--- config.mk ---
export PLATFORM = sky130hd
export DESIGN_NAME = lcd_text_sequencer_flat
export DESIGN_NICKNAME = d
export VERILOG_FILES = /design/src/rtl/lcd_text_sequencer_if.sv /design/src/rtl/lcd_text_sequencer.sv /design/src/flat_wrapper.sv
export SDC_FILE = /design/constraint.sdc
export NUM_CORES = 1
export LEC_CHECK = 0
export ABC_AREA = 1
export ABC_CLOCK_PERIOD_IN_PS = 15000
export BUFFER_PORTS_ARGS = -buffer_cell sky130_fd_sc_hd__buf_2
export CORE_UTILIZATION = 45
export CTS_CLUSTER_DIAMETER = 100
export DETAILED_ROUTE_END_ITERATION = 8
export HOLD_SLACK_MARGIN = 0.12
export MAX_ROUTING_LAYER = met4
export PLACE_DENSITY_LB_ADDON = 0.12
export RECOVER_POWER = 25
export SETUP_SLACK_MARGIN = 0.02
export SYNTH_ARGS = -nofsm -noshare
export SYNTH_HDL_FRONTEND = slang
export SYNTH_SLANG_ARGS = --single-unit
--- constraint.sdc ---
create_clock -name clk -period 15 [get_ports clk]
set_input_delay 0.75 -clock clk [delete_from_list [all_inputs] [get_ports clk]]
set_output_delay 0.75 -clock clk [all_outputs]
set_load 0.05 [all_outputs]
--- src/rtl/lcd_text_sequencer_if.sv ---
// CPU frame-buffer port and LCD-controller write handshake, grouped for the text sequencer.
// The slave modport is the sequencer's view; master is the CPU / LCD-controller side.
interface lcd_text_sequencer_if #(
  parameter int AW = 5
);
  logic          fb_we;
  logic [AW-1:0] fb_addr;
  logic [7:0]    fb_wdata;
  logic [7:0]    fb_rdata;
  logic          lcd_busy;
  logic          lcd_we;
  logic          lcd_cmd_data;
  logic [7:0]    lcd_data_out;
  logic          refreshing;
  logic          timeout_err;

  modport slave (
    input  fb_we, fb_addr, fb_wdata, lcd_busy,
    output fb_rdata, lcd_we, lcd_cmd_data, lcd_data_out, refreshing, timeout_err
  );

  modport master (
    output fb_we, fb_addr, fb_wdata, lcd_busy,
    input  fb_rdata, lcd_we, lcd_cmd_data, lcd_data_out, refreshing, timeout_err
  );
endinterface

--- src/rtl/lcd_text_sequencer.sv ---
// Frame-buffered text front end for an HD44780 4-bit LCD controller: the CPU writes a
// ROWS x COLS character buffer, dirty rows are repainted autonomously over the busy handshake.
module lcd_text_sequencer #(
  parameter int COLS        = 16,
  parameter int ROWS        = 2,
  parameter int ACK_TIMEOUT = 255
) (
  input  logic                  clk,
  input  logic                  rst,
  lcd_text_sequencer_if.slave   bus
);
  localparam int N  = ROWS * COLS;
  localparam int AW = $clog2(N);
  localparam int RW = (ROWS > 1) ? $clog2(ROWS) : 1;
  localparam int CW = $clog2(COLS);
  localparam int TW = $clog2(ACK_TIMEOUT + 1);

  typedef enum logic [2:0] {
    S_IDLE, S_CMD_ISSUE, S_CMD_ACK, S_CMD_WAIT,
    S_CHR_ISSUE, S_CHR_ACK, S_CHR_WAIT, S_NEXT
  } state_t;

  state_t        r_state, w_next;
  logic [7:0]    r_buf [N];
  logic [ROWS-1:0] r_dirty;
  logic [RW-1:0] r_row, r_last, w_pick, w_wr_row;
  logic [CW-1:0] r_col;
  logic [TW-1:0] r_tmo;
  logic          r_err;
  logic          w_wr_ok, w_any_dirty, w_ack_exp, w_last_col;
  logic [AW-1:0] w_chr_idx;

  function automatic logic [7:0] row_base(input logic [RW-1:0] r);
    case (int'(r))
      0:       return 8'h00;
      1:       return 8'h40;
      2:       return 8'h14;
      default: return 8'h54;
    endcase
  endfunction

  assign w_wr_ok     = bus.fb_we && (int'(bus.fb_addr) < N);
  assign w_wr_row    = RW'(int'(bus.fb_addr) / COLS);
  assign w_any_dirty = |r_dirty;
  assign w_ack_exp   = (r_tmo == TW'(ACK_TIMEOUT));
  assign w_last_col  = (r_col == CW'(COLS - 1));
  assign w_chr_idx   = AW'(int'(r_row) * COLS + int'(r_col));

  // Round-robin: the first dirty row strictly after the last one serviced.
  always_comb begin
    w_pick = '0;
    for (int i = ROWS; i >= 1; i--) begin
      if (r_dirty[(int'(r_last) + i) % ROWS]) w_pick = RW'((int'(r_last) + i) % ROWS);
    end
  end

  // NOTE: the character buffer is reset like ordinary flops because the display must show
  // spaces after reset; that keeps it out of RAM macros.
  always_ff @(posedge clk or posedge rst) begin
    if (rst) begin
      for (int i = 0; i < N; i++) r_buf[i] <= 8'h20;
    end else if (w_wr_ok) begin
      r_buf[bus.fb_addr] <= bus.fb_wdata;
    end
  end

  assign bus.fb_rdata = (int'(bus.fb_addr) < N) ? r_buf[bus.fb_addr] : 8'h00;

  // NOTE: non-blocking assignments make the later write-set override the earlier
  // refresh-clear when both target the same row in one cycle.
  always_ff @(posedge clk or posedge rst) begin
    if (rst) begin
      r_dirty <= '1;
    end else begin
      if (r_state == S_IDLE && w_any_dirty) r_dirty[w_pick] <= 1'b0;
      if (w_wr_ok) r_dirty[w_wr_row] <= 1'b1;
    end
  end

  always_ff @(posedge clk or posedge rst) begin
    if (rst) r_state <= S_IDLE;
    else     r_state <= w_next;
  end

  always_comb begin
    w_next = r_state;
    case (r_state)
      S_IDLE:      if (w_any_dirty)   w_next = S_CMD_ISSUE;
      S_CMD_ISSUE: if (!bus.lcd_busy) w_next = S_CMD_ACK;
      S_CMD_ACK:   if (bus.lcd_busy)  w_next = S_CMD_WAIT;
                   else if (w_ack_exp) w_next = S_CHR_ISSUE;
      S_CMD_WAIT:  if (!bus.lcd_busy) w_next = S_CHR_ISSUE;
      S_CHR_ISSUE: if (!bus.lcd_busy) w_next = S_CHR_ACK;
      S_CHR_ACK:   if (bus.lcd_busy)  w_next = S_CHR_WAIT;
                   else if (w_ack_exp) w_next = S_NEXT;
      S_CHR_WAIT:  if (!bus.lcd_busy) w_next = S_NEXT;
      S_NEXT:      w_next = w_last_col ? S_IDLE : S_CHR_ISSUE;
      default:     w_next = S_IDLE;
    endcase
  end

  always_ff @(posedge clk or posedge rst) begin
    if (rst) begin
      r_row  <= '0;
      r_last <= RW'(ROWS - 1);
      r_col  <= '0;
      r_tmo  <= '0;
      r_err  <= 1'b0;
    end else begin
      case (r_state)
        S_IDLE: if (w_any_dirty) begin
          r_row  <= w_pick;
          r_last <= w_pick;
          r_col  <= '0;
        end
        S_CMD_ISSUE, S_CHR_ISSUE: if (!bus.lcd_busy) r_tmo <= '0;
        S_CMD_ACK, S_CHR_ACK: if (!bus.lcd_busy) begin
          if (w_ack_exp) r_err <= 1'b1;
          else           r_tmo <= r_tmo + 1'b1;
        end
        S_NEXT: if (!w_last_col) r_col <= r_col + 1'b1;
        default: ;
      endcase
    end
  end

  // NOTE: every output gets a default before the case so no path leaves one unassigned,
  // which would infer a latch.
  always_comb begin
    bus.lcd_we       = 1'b0;
    bus.lcd_cmd_data = 1'b0;
    bus.lcd_data_out = 8'h00;
    case (r_state)
      S_CMD_ISSUE: begin
        bus.lcd_we       = !bus.lcd_busy;
        bus.lcd_data_out = 8'h80 | row_base(r_row);
      end
      S_CHR_ISSUE: begin
        bus.lcd_we       = !bus.lcd_busy;
        bus.lcd_cmd_data = 1'b1;
        bus.lcd_data_out = r_buf[w_chr_idx];
      end
      default: ;
    endcase
  end

  assign bus.refreshing  = (r_state != S_IDLE);
  assign bus.timeout_err = r_err;
endmodule
--- src/flat_wrapper.sv ---
// flat-port wrapper written by rule: the top's interface ports become plain ports
module lcd_text_sequencer_flat 
#(
  parameter int COLS        = 16,
  parameter int ROWS        = 2,
  parameter int ACK_TIMEOUT = 255
)
  (clk, rst, bus_fb_we, bus_fb_addr, bus_fb_wdata, bus_lcd_busy, bus_fb_rdata, bus_lcd_we, bus_lcd_cmd_data, bus_lcd_data_out, bus_refreshing, bus_timeout_err);
  lcd_text_sequencer_if bus_i ();
  input  logic clk;
  input  logic rst;
  input wire logic [$bits(bus_i.fb_we)-1:0] bus_fb_we;
  input wire logic [$bits(bus_i.fb_addr)-1:0] bus_fb_addr;
  input wire logic [$bits(bus_i.fb_wdata)-1:0] bus_fb_wdata;
  input wire logic [$bits(bus_i.lcd_busy)-1:0] bus_lcd_busy;
  output wire logic [$bits(bus_i.fb_rdata)-1:0] bus_fb_rdata;
  output wire logic [$bits(bus_i.lcd_we)-1:0] bus_lcd_we;
  output wire logic [$bits(bus_i.lcd_cmd_data)-1:0] bus_lcd_cmd_data;
  output wire logic [$bits(bus_i.lcd_data_out)-1:0] bus_lcd_data_out;
  output wire logic [$bits(bus_i.refreshing)-1:0] bus_refreshing;
  output wire logic [$bits(bus_i.timeout_err)-1:0] bus_timeout_err;
  assign bus_i.fb_we = bus_fb_we;
  assign bus_i.fb_addr = bus_fb_addr;
  assign bus_i.fb_wdata = bus_fb_wdata;
  assign bus_i.lcd_busy = bus_lcd_busy;
  assign bus_fb_rdata = bus_i.fb_rdata;
  assign bus_lcd_we = bus_i.lcd_we;
  assign bus_lcd_cmd_data = bus_i.lcd_cmd_data;
  assign bus_lcd_data_out = bus_i.lcd_data_out;
  assign bus_refreshing = bus_i.refreshing;
  assign bus_timeout_err = bus_i.timeout_err;
  lcd_text_sequencer #(.COLS(COLS), .ROWS(ROWS), .ACK_TIMEOUT(ACK_TIMEOUT)) u_core (.clk(clk), .rst(rst), .bus(bus_i));
endmodule
==> reports/summary.json <==
{
  "outcome": {"value": "finished with violations"},
  "failed_checks": {"value": "capacitance limit, slew limit"},
  "cts_resized": {"value": 0},
  "cts_num_sinks": {"value": 276},
  "gp_routability_congestion": {"value": 0.922},
  "syn_to_final_growth": {"value": 8.49, "unit": "%"},
  "hold_path_end": {"value": "u_core.r_buf[134]"},
  "design_area": {"value": 16000, "unit": "um2"},
  "vdd_ir_drop_max": {"value": 0.0985, "unit": "mV"},
  "filler_cell_count": {"value": 3260},
  "ys.warnings.count": {"value": 0},
  "finalSetupTns": {"value": 0, "unit": "ns"},
  "grt_pass1_wl": {"value": 78.6, "unit": "mm"},
  "drt_drc_violations_left": {"value": 0},
  "clkLatencyLatePin": {"value": 0.57, "unit": "ns"},
  "yosys_register_bits": {"value": 276},
  "tritoncts": {"value": "built"},
  "post-route-period-util": {"value": 38.2, "unit": "%"},
  "routed_wl": {"value": 50.2, "unit": "mm"},
  "layout-drive-gt1-share": {"value": 9.19, "unit": "%"},
  "post-cts-setup-buffers": {"value": 0},
  "maxClockFrequency": {"value": 175, "unit": "MHz"},
  "synth_cell_type_count": {"value": 37},
  "num-nets-final": {"value": 1943},
  "layout.cells.most_common": {"value": "sky130_fd_sc_hd__nand2_1"},
  "grtUsageMet3": {"value": 3.47, "unit": "%"},
  "clock_tree.buffer_depth": {"value": 3},
  "finalPower": {"value": 0.00241, "unit": "W"},
  "critical_path_class": {"value": "in -> async"},
  "timing.final.crit_period": {"value": 5.73, "unit": "ns"},
  "number_of_antenna_violations_at_the_first_check_in_global_routing": {"value": 0},
  "reg2regPathDepth": {"value": 6},
  "regToRegEndpoint": {"value": "u_core.r_col[0]"},
  "global_route.overflow_total": {"value": 0},
  "arrival": {"value": 6.30, "unit": "ns"},
  "die_w": {"value": 183, "unit": "um"},
  "antenna_diode_count": {"value": 0},
  "grt_util_met2": {"value": 47.0, "unit": "%"},
  "rr_startpoint": {"value": "u_core.r_col[0]"},
  "hold_viol": {"value": 0},
  "timing.critical_path.fanout_max": {"value": 131},
  "cellPowerDensity": {"value": 150, "unit": "nW/um2"},
  "cts_hold_buf": {"value": 0},
  "total_vias_in_the_final_route": {"value": 14000},
  "post_synth_instance_area": {"value": 14800, "unit": "um2"},
  "clock_tree.root_cell": {"value": "sky130_fd_sc_hd__clkbuf_16"},
  "clk_pin_slew": {"value": 0.06, "unit": "ns"},
  "hold_path_depth": {"value": 3},
  "synth.avg_cell_area": {"value": 7.49, "unit": "um2"},
  "drt-vias-per-instance": {"value": 5.84},
  "cap_violations": {"value": 1},
  "grt_pass1_vias": {"value": 13100},
  "floorplan.die.height": {"value": 183, "unit": "um"},
  "timing_worst_slew_pin_value": {"value": 5.87, "unit": "ns"},
  "cts_inserted_buffers": {"value": 31},
  "hold_start": {"value": "bus_fb_wdata[6]"},
  "placement_rows": {"value": 66},
  "grtUsageMet1": {"value": 44.2, "unit": "%"},
  "detailedRoute.firstIterationViolations": {"value": 1444},
  "top_usage_layer": {"value": "met2"},
  "synth.largest_area_cell": {"value": "sky130_fd_sc_hd__dfrtp_1"},
  "die_area": {"value": 33600, "unit": "um2"},
  "worst_slew_margin_rel": {"value": -294, "unit": "%"},
  "critPathCaptureType": {"value": "async pin"},
  "share_of_synthesized_area_occupied_by_flip_flops_and_latches": {"value": 47.0, "unit": "%"},
  "placed_area": {"value": 15100, "unit": "um2"},
  "synthesis.nets": {"value": 1993},
  "clock-skew-final": {"value": 0.00477, "unit": "ns"},
  "rsz_0062_raised_after_global_routing": {"value": "no"},
  "grt_max_degree": {"value": 132},
  "post_drt_wl_per_cell": {"value": 21.0, "unit": "um"},
  "ios": {"value": 37},
  "cellLeakagePower": {"value": 7.55, "unit": "nW"},
  "initial_utilization": {"value": 45.6, "unit": "%"},
  "setup_viol": {"value": 0},
  "synth_top_area_share": {"value": 40.8, "unit": "%"},
  "cp.required": {"value": 15.57, "unit": "ns"},
  "final_cell_mix": {"value": "722 x sky130_fd_sc_hd__nand2_1, 244 x sky130_fd_sc_hd__o21ai_0, 239 x sky130_fd_sc_hd__dfrtp_1, 170 x sky130_fd_sc_hd__nand3_1, 128 x sky130_fd_sc_hd__a22oi_1"},
  "reg2reg_setup_slack": {"value": 12.26, "unit": "ns"},
  "final_max_slew_viol_count": {"value": 132},
  "floorplan_core_area": {"value": 32500, "unit": "um2"},
  "ant_nets": {"value": 0},
  "number_of_levels_the_h_tree_was_split_into": {"value": 1},
  "dp.final_hpwl": {"value": 29.9, "unit": "mm"},
  "grt_use_total": {"value": 31.3, "unit": "%"},
  "synth.area.top_cells": {"value": "sky130_fd_sc_hd__dfrtp_1 41%, sky130_fd_sc_hd__nand2_1 18%, sky130_fd_sc_hd__o21ai_0 8.3%"},
  "port_buffers": {"value": 36},
  "holdCritPathClass": {"value": "in -> reg"},
  "cp-start-kind": {"value": "input pin"},
  "drt-pass1-iter-count": {"value": 8},
  "syn-instance-count": {"value": 1974}
}
## synth_stat cells, drive strengths merged
| cell | instances |
|---|---|
| nand2 | 734 |
| o21a | 1 |
| nand4 | 2 |
| clkbuf | 87 |
| a22oi | 128 |
| o21ai | 276 |
| o211ai | 3 |
| clkinv | 3 |
| nand3 | 170 |
| o22ai | 6 |
| ha | 2 |
| inv | 52 |
| or2 | 1 |
| a21oi | 51 |
| xnor2 | 1 |
| nor2 | 105 |
| a31o | 1 |
| nor4 | 3 |
| a21boi | 1 |
| nor3 | 10 |
| nand3b | 3 |
| dfstp | 35 |
| buf | 56 |
| xor2 | 2 |
| dfrtp | 241 |
## worst max-delay path, cell delays in order
cell                         delay, ns
sky130_fd_sc_hd__buf_2            0.10
sky130_fd_sc_hd__clkinvlp_2       3.25
sky130_fd_sc_hd__buf_4            1.21
sky130_fd_sc_hd__buf_4            0.80
## worst max-delay path by stage
stage	to	startpoint	slack (ns)
final	u_core.r_buf[247]	rst	9.27
after global placement	bus_lcd_data_out[0]	u_core.r_col[0]	11.06
after global routing	u_core.r_buf[247]	rst	8.10
after CTS	bus_lcd_data_out[0]	u_core.r_col[0]	10.42
after detailed placement	bus_lcd_data_out[0]	u_core.r_col[0]	11.03
after floorplan	u_core.bus.timeout_err	rst	6.70
## final cells by class
type,count,area [um2],share of cell area (%)
multi-input cells,1500,7010,43.7
flip-flops and latches,276,6960,43.4
clock buffers,47,906,5.65
well taps,442,553,3.45
repair buffers,60,355,2.22
inverters,55,210,1.31
clock inverters,9,51.3,0.320
## sequential cells by signal, summed over array words and instances (netlist names)
register	flops
u_core.r_buf	256
u_core.r_tmo	8
u_core.r_col	4
u_core.r_state	3
u_core.r_dirty	2
u_core.bus.timeout_err	1
u_core.r_last	1
u_core.r_row	1
## routing by layer
layer  share of wire (%)  vias to the layer above
met5                   0                        -
met4                 3.3                        0
met3                 8.0                       98
met2                  45                      652
met1                  44                     6708
li1                    -                     6505
## logic make-up (layout without fill, tap and decap cells)
group                    Yosys count  after routing  share of synthesized area, %
AND/OR/NAND/NOR                 1028           1028                          28.7
XOR/XNOR                           3              3                         0.178
flip-flops                       276            276                          47.0
adder cells (fa/ha/maj)            2              2                         0.169
AO/OA/AOI/OAI                    467            467                          18.1
buffers and inverters            198            171                          5.79
## stage by stage
step                hold WS (ns)  setup WS, ns  util (%)  instances
finish                     0.417          9.27      49.4       2389
global route               0.437          8.10      49.4       2389
CTS                        0.406         10.42      49.5       2389
detailed placement         0.464         11.03      46.5       2333
global placement           0.452         11.06      46.5       2333
floorplan                  0.442          6.70         -       1974
## power by group
group / switching, W / internal [W]
Sequential: 0.000136 / 0.000907
Combinational: 0.000439 / 0.000200
Clock: 0.000315 / 0.000413
(Power assumes the default switching activity.)
